--- src/rtl/fft_twiddle_mul_stage.sv ---
// fft_twiddle_mul_stage
//   Per-sample complex twiddle multiplier for the folded FFT/CWT datapath.
//   Each accepted sample is multiplied by W[idx], where W comes from external
//   real/imag twiddle ROMs that return data one cycle after tw_addr.
//   One frame is N_POINTS samples, started by a start pulse in IDLE.
//
//   Optional build macro: TWIDDLE_ROUND_EN
//     defined   -> round half up (add 2^(FRAC-1)) before the shift, then saturate
//     undefined -> floor (arithmetic shift), then saturate
//
// Ports:
//   clk, rst_n            clock, synchronous active-low reset
//   start                 frame start pulse (honoured in IDLE only)
//   in_valid/in_ready     input sample stream, data in_re/in_im
//   tw_addr               address to both twiddle ROMs
//   tw_re/tw_im           registered twiddle ROM outputs
//   out_valid/out_ready   result stream, data out_re/out_im, out_last on idx N_POINTS-1
//   busy                  high in RUN and DRAIN
//   done                  one-cycle pulse after the last result is taken
module fft_twiddle_mul_stage #(
    parameter int N_POINTS = 28,
    parameter int ADDR_W   = 5,
    parameter int DATA_W   = 16,
    parameter int FRAC     = 8
) (
    input  logic              clk,
    input  logic              rst_n,
    input  logic              start,
    input  logic              in_valid,
    output logic              in_ready,
    input  logic [DATA_W-1:0] in_re,
    input  logic [DATA_W-1:0] in_im,
    output logic [ADDR_W-1:0] tw_addr,
    input  logic [DATA_W-1:0] tw_re,
    input  logic [DATA_W-1:0] tw_im,
    output logic              out_valid,
    input  logic              out_ready,
    output logic [DATA_W-1:0] out_re,
    output logic [DATA_W-1:0] out_im,
    output logic              out_last,
    output logic              busy,
    output logic              done
);

    localparam int SW = 2 * DATA_W + 1;
    localparam logic [ADDR_W:0] LAST_IDX = (ADDR_W + 1)'(N_POINTS - 1);
    localparam logic signed [SW-1:0] SAT_MAX = SW'({1'b0, {(DATA_W - 1){1'b1}}});
    localparam logic signed [SW-1:0] SAT_MIN = ~SAT_MAX;
`ifdef TWIDDLE_ROUND_EN
    localparam logic signed [SW-1:0] RND = SW'(1) <<< (FRAC - 1);
`endif

    typedef enum logic [1:0] {IDLE, RUN, DRAIN} state_t;

    state_t state;
    // one spare bit so idx can never alias for any N_POINTS <= 2^ADDR_W
    logic [ADDR_W:0] idx;

    logic signed [DATA_W-1:0] hold_re_p0, hold_im_p0;
    logic                     hold_last_p0;
    logic                     vld_p0;      // hold register occupied
    logic                     tw_pend_p0;  // ROM is fetching this sample's twiddle
    logic                     vld_p1;      // tw_re/tw_im now valid for the held sample

    logic signed [DATA_W-1:0] w_re, w_im;
    logic signed [2*DATA_W-1:0] p_rr, p_ii, p_ri, p_ir;
    logic signed [SW-1:0] sum_re, sum_im;
    logic in_fire, out_fire, load_out;

    function automatic logic signed [DATA_W-1:0] scale_sat(input logic signed [SW-1:0] s);
        logic signed [SW-1:0] r;
`ifdef TWIDDLE_ROUND_EN
        r = (s + RND) >>> FRAC;
`else
        r = s >>> FRAC;
`endif
        if (r > SAT_MAX)
            scale_sat = SAT_MAX[DATA_W-1:0];
        else if (r < SAT_MIN)
            scale_sat = SAT_MIN[DATA_W-1:0];
        else
            scale_sat = r[DATA_W-1:0];
    endfunction

    assign in_ready = (state == RUN) && !vld_p0;
    assign in_fire  = in_valid && in_ready;
    assign out_fire = out_valid && out_ready;
    // result may load into an empty output or one being drained this edge
    assign load_out = vld_p1 && (!out_valid || out_ready);

    assign w_re   = tw_re;
    assign w_im   = tw_im;
    assign p_rr   = hold_re_p0 * w_re;
    assign p_ii   = hold_im_p0 * w_im;
    assign p_ri   = hold_re_p0 * w_im;
    assign p_ir   = hold_im_p0 * w_re;
    assign sum_re = SW'(p_rr) - SW'(p_ii);
    assign sum_im = SW'(p_ri) + SW'(p_ir);

    always_ff @(posedge clk) begin
        if (!rst_n) begin
            state        <= IDLE;
            idx          <= '0;
            tw_addr      <= '0;
            hold_re_p0   <= '0;
            hold_im_p0   <= '0;
            hold_last_p0 <= 1'b0;
            vld_p0       <= 1'b0;
            tw_pend_p0   <= 1'b0;
            vld_p1       <= 1'b0;
            out_valid    <= 1'b0;
            out_re       <= '0;
            out_im       <= '0;
            out_last     <= 1'b0;
            busy         <= 1'b0;
            done         <= 1'b0;
        end else begin
            done <= 1'b0;
            case (state)
                IDLE: if (start) begin
                    state <= RUN;
                    busy  <= 1'b1;
                    idx   <= '0;
                end
                RUN: if (in_fire && idx == LAST_IDX) state <= DRAIN;
                DRAIN: if (out_fire && out_last) begin
                    state <= IDLE;
                    busy  <= 1'b0;
                    done  <= 1'b1;
                end
                default: state <= IDLE;
            endcase

            // E0: input handshake, address goes out to the ROMs
            if (in_fire) begin
                hold_re_p0   <= in_re;
                hold_im_p0   <= in_im;
                hold_last_p0 <= (idx == LAST_IDX);
                vld_p0       <= 1'b1;
                tw_pend_p0   <= 1'b1;
                tw_addr      <= idx[ADDR_W-1:0];
                idx          <= idx + 1'b1;
            end

            // E1: ROM output reflects tw_addr
            if (tw_pend_p0) begin
                tw_pend_p0 <= 1'b0;
                vld_p1     <= 1'b1;
            end

            // E2: product into the output register, hold register freed
            if (load_out) begin
                out_re    <= scale_sat(sum_re);
                out_im    <= scale_sat(sum_im);
                out_last  <= hold_last_p0;
                out_valid <= 1'b1;
                vld_p0    <= 1'b0;
                vld_p1    <= 1'b0;
            end else if (out_fire) begin
                out_valid <= 1'b0;
            end
        end
    end

endmodule

--- config.mk ---
export PLATFORM = sky130hd
export DESIGN_NAME = fft_twiddle_mul_stage
export DESIGN_NICKNAME = d
export VERILOG_FILES = /design/src/rtl/fft_twiddle_mul_stage.sv
export SDC_FILE = /design/constraint.sdc
export NUM_CORES = 2
export LEC_CHECK = 0
export BUFFER_PORTS_ARGS = -buffer_cell sky130_fd_sc_hd__buf_2
export CORE_MARGIN = 2
export CORE_UTILIZATION = 48
export CTS_CLUSTER_DIAMETER = 150
export DETAILED_ROUTE_END_ITERATION = 7
export PLACE_DENSITY_LB_ADDON = 0.25
export REMOVE_ABC_BUFFERS = 1
export SYNTH_ARGS = -nofsm -noshare
export SYNTH_HDL_FRONTEND = slang
export SYNTH_SLANG_ARGS = --single-unit
--- constraint.sdc ---
create_clock -name clk -period 11.7 [get_ports clk]
set_clock_uncertainty 0.1 [all_clocks]
set_input_delay 2.34 -clock clk [delete_from_list [all_inputs] [get_ports clk]]
set_output_delay 2.34 -clock clk [all_outputs]
set_load 0.02 [all_outputs]
# Yosys cells after proc, flatten, opt, wreduce, memory -nomap -nowiden
# Index checks and enable logic that the tools add are counted.
# Widths: inputs -> output; s select.
[word_totals]
reg_bits = 85
inputBits = 69
output_inout_bits = 42
word_cells = 71
[op_classes]
n_addsub = 3
n_mul = 4
magnitude_cmp = 4
n_eq_ne = 6
muxes = 18
bitwise = 1
n_reduce_logical = 20
[ops]
columns = ["op", "n"]
rows = [
  ["$mul 16x16->32", 4],
  ["$mux 16", 4],
  ["$gt 25x16->1 const B", 2],
  ["$lt 25x16->1 const B", 2],
  ["$add 32x32->33", 1],
  ["$sub 32x32->33", 1],
  ["$mux 6", 3],
  ["$reduce_bool 2->1", 4],
  ["$add 6x1->6 const B", 1],
  ["$eq 6x5->1 const B", 1],
  ["$logic_and 1x1->1", 6],
  ["$mux 1", 6],
  ["$mux 2", 3],
  ["$pmux 2 s3", 1],
  ["$reduce_and 3->1", 2],
  ["$ne 2x2->1 const B", 2],
  ["$reduce_and 2->1", 2],
  ["$reduce_or 2->1", 2],
  ["$eq 2x1->1 const B", 1],
  ["$eq 2x2->1 const B", 1],
  ["$logic_not 1->1", 2],
  ["$logic_not 2->1", 1],
  ["$ne 2x1->1 const B", 1],
  ["$pmux 1 s2", 1],
  ["2 further kinds", 2],
]

# Longest topological paths before layout
[logic_depth]
word_depth = 6
depth_mapped = 31
ltp_nobuf = 28

# Least setup slack after synthesis
# No wires, ideal clock.
[synth_timing]
path_type = "input to register"
from = "input port tw_im[0]"
to = "register out_re[8]"
setup_time_ns = 0.066
arrival_time_ns = 9.891
t_required_ns = 11.534
setup_slack_ns = 1.642
stages = 28
n_path_buf = 2
cell_sequence = "clkbuf_1 -> nand2_1 -> inv_1 -> fa_1 -> inv_1 -> fa_1 -> inv_1 -> fa_1 -> inv_1 -> fa_1 -> fa_1 -> fa_1 -> fa_1 -> inv_1 -> fa_1 -> inv_1 -> ha_1 -> a21o_1 -> a21o_1 -> a221o_1 -> and3_4 -> o31ai_4 -> o21bai_1 -> xnor2_1 -> o41ai_4 -> buf_4 -> nand2_1 -> a21oi_2"
[synth_between]
elab_chain_len = 5
word_cells_on_any_way = 6
cone_classes = "1 x add/sub; 1 x mul; 2 x order compare; 2 x mux"
[synth_lines]
columns = ["element", "line_no", "source"]
rows = [
  ["start: declaration", "35", "input logic [DATA_W-1:0] tw_im,"],
  ["$mul 16x16->32 *", "94", "assign p_ii = hold_im_p0 * w_im;"],
  ["$sub 32x32->33 *", "97", "assign sum_re = SW'(p_rr) - SW'(p_ii);"],
  ["$lt 25x16->1", "79", "else if (r < SAT_MIN)"],
  ["$mux 16", "79", ""],
  ["$mux 16 *", "77", "if (r > SAT_MAX)"],
  ["end signal: assignment", "153", "out_re <= scale_sat(sum_re);"],
  ["end: declaration", "38", "output logic [DATA_W-1:0] out_re,"],
]
# Every way passes the cells marked *; elsewhere a longest branch is shown, timed or not.
# A chain may end at the register's enable or synchronous reset.

# Worst setup path in the final report
[layout_timing]
from = "input port tw_re[0]"
to = "register out_re[14]"
[layout_between]
elab_chain_len = 5
word_cells_on_any_way = 6
cone_classes = "1 x add/sub; 1 x mul; 2 x order compare; 2 x mux"
[layout_lines]
columns = ["element", "line_no", "source"]
rows = [
  ["start: declaration", "34", "input logic [DATA_W-1:0] tw_re,"],
  ["$mul 16x16->32 *", "93", "assign p_rr = hold_re_p0 * w_re;"],
  ["$sub 32x32->33 *", "97", ""],
  ["$lt 25x16->1", "79", ""],
  ["$mux 16", "79", ""],
  ["$mux 16 *", "77", ""],
]
# Marks and branches as above.

==> qor.csv <==
metric;value;unit
grt-busiest-layer;met2;
wl;108000;µm
antenna_cells;0;
max_clock_freq;93.9;MHz
use_met3;2.09;%
tritoncts;done;
fin_tns_setup;0;ns
wl_per_cell;18.3;µm
synth_ff_type;dfxtp_1;
ios;111;
netlist_area;43700;µm²
critPathCaptureType;register;
hold_end;tw_pend_p0$_SDFF_PP0_;
clk_latency;0.42;ns
maxSlewViolCount;0;
antenna_found_initial;8;
cp_common_cell;fa_1;
grt_max_degree;53;
path_delay_family;adder cells;
core;90100;µm²
finalCriticalPeriod;10.65;ns
ff2ff_path_depth;26;
critical_path_class;in2reg;
async_flop_share;0;%
vias;30100;
hold_depth;1;
die_x;306;µm
seq_area;1710;µm²
syn_area_per_cell;9.20;µm²
hold_slack;0.325;ns
fp.dieH;306;µm
cp_num_buf_inv;9;
synthDistinctLibCells;75;
synth_edf_count;0;
postSynthCellCount;4753;
cts_buffers;9;
r2r_end;out_im[4]$_SDFFE_PN0P_;
hold_class;reg2reg;
synth-seq-area-share;3.89;%
postCtsSetupBuffers;0;
path_clk_slew;0.07;ns
setup_viol;0;
drive_above_1_share;4.94;%
period_share;91.1;%
num-fill-cells;8496;
r2r-start;hold_re_p0[12]$_SDFFE_PN0P_;
h-tree-depth;3;
start_kind;primary input;
root_buffer;clkbuf_16;
drc_errors;0;
cts.sinks;85;
use_met1;33.8;%
grtUsageMet2;41.9;%
ant_nets;0;
multiInputGateArea;36200;µm²
detailed_place_hpwl;87900;µm
final_hold_viol_count;0;
crit_required;11.92;ns
first_global_vias;32500;
status;finished clean;
first_pass_iters;5;
rrSetupSlack;2.32;ns
drtIter0Drc;1733;
rows;110;
start_util;48.5;%
port_buffers;110;
grtUsageTotal;24.7;%
finalNetCount;6258;
ys.warnings.count;0;
maxSlewHeadroom;24.5;%
area_delta_synth_final;4.39;%
dieArea;93600;µm²
cpPeakStageDelay;0.83;ns
viasPerCell;5.11;
hold_buffers;0;
slowest_stage;fa_1;
grt_pass1_wl;179000;µm
cp_max_fo;17;
cts_buffer_depth;2;
cap_violations;0;
gp_congestion;0.867;
hold_path.startpoint;tw_pend_p0$_SDFF_PP0_;
worst_slew_pin_slew;1.13;ns
ys_ff_latch;85;
cp-startpoint;tw_re[0];
rsz0062_at_grt;false;
critPathArrivalTime;10.87;ns
overflow;0;
ctsResizeCount;0;
Yosys cell counts, drive strengths merged, types with 15 or more instances:
| cell type | n | area, µm² |
|---|---|---|
| nand4 | 16 | 106 |
| nand2 | 588 | 2210 |
| inv | 1331 | 5000 |
| and2 | 520 | 3250 |
| xnor2 | 69 | 604 |
| dfxtp | 85 | 1700 |
| o21ai | 61 | 309 |
| ha | 303 | 3790 |
| nand3 | 15 | 75.1 |
| nor2 | 61 | 229 |
| clkbuf | 213 | 800 |
| nand2b | 49 | 307 |
| fa | 1172 | 23500 |
| xor2 | 19 | 166 |
| a21oi | 107 | 577 |
| a21o | 15 | 113 |
| o22ai | 17 | 113 |
worst max path at each step:
stage | endpoint | slack [ns] | cells after the start
after floorplan | out_re[0]$_SDFFE_PN0P_ | 1.71 | 27
after global placement | out_im[1]$_SDFFE_PN0P_ | 0.83 | 26
after detailed placement | out_re[14]$_SDFFE_PN0P_ | 0.75 | 29
after CTS | out_re[14]$_SDFFE_PN0P_ | 1.11 | 29
after global routing | out_re[14]$_SDFFE_PN0P_ | 0.69 | 29
final | out_re[14]$_SDFFE_PN0P_ | 1.05 | 29
flip-flops by register name, summed over array words and instances (netlist names):
signal / count
state: 2
hold_re_p0: 16
out_valid: 1
out_im: 16
vld_p1: 1
vld_p0: 1
out_last: 1
tw_pend_p0: 1
done: 1
out_re: 16
hold_last_p0: 1
hold_im_p0: 16
idx: 6
busy: 1
tw_addr: 5
cell type report:
cell class                      count  share of cell area [%]
Clock buffer                       10                   0.501
Clock inverter                      6                   0.101
Inverter                         1333                    11.0
Multi-Input combinational cell   3115                    79.3
Sequential cell                    85                    3.75
Tap cell                         1176                    3.22
Timing Repair Buffer              170                    2.19
cell families after synthesis:
family                   after synthesis  share of synthesized area, %
AND/OR/NAND/NOR                     1289                          14.8
flip-flops                            85                          3.89
XOR/XNOR                              88                          1.76
adder cells (fa/ha/maj)             1475                          62.3
AO/OA/AOI/OAI                        261                          3.87
buffers and inverters               1553                          13.4
multiplexers                           2                        0.0515
cells in the final DEF, fill, tap and decap left out, types with 6 or more instances in the layout:
cell          n
buf_4        60
nand2b_1     49
buf_2       110
nor3_1        9
a21oi_2      11
a21oi_1      96
nand3_1      15
xnor2_1      69
o22ai_1      16
a21o_1       15
xor2_1       19
o21ai_0      54
dfxtp_1      75
fa_1       1172
nand4_1      15
a31oi_1       8
dfxtp_2      10
nor2_1       61
inv_1      1331
clkbuf_16     9
and2_1      519
o21ai_1       6
a211oi_1      6
ha_1        303
nand2_1     587
routing by layer:
metal / vias up / part of all wire (%)
li1: 13400 / -
met1: 15800 / 42
met2: 817 / 50
met3: 121 / 5.1
met4: 4 / 3.5
met5: - / 0.024
worst register-to-register path: cells and delay by family, from the launching register on:
family / cells / cell delay [ns]
simple gates: 3 / 1.04
compound gates: 7 / 1.99
xor+xnor: 1 / 0.13
buf+inv: 6 / 0.72
fa+ha+maj: 9 / 4.35
flops: 1 / 0.88
through the flow:
stage                     cells  worst slack, ns  area (µm²)  util (%)
final                      5895             1.05       45700      50.7
after floorplan            4533             1.71       42900         -
after global routing       5895            0.692       45700      50.7
after detailed placement   5879            0.751       45400      50.3
after global placement     5879            0.826       45400      50.3
after CTS                  5895             1.11       45700      50.7
Power is left out: the tool's default activity adds up to more than one toggle a clock period on the data nets, which glitch-free logic cannot reach.
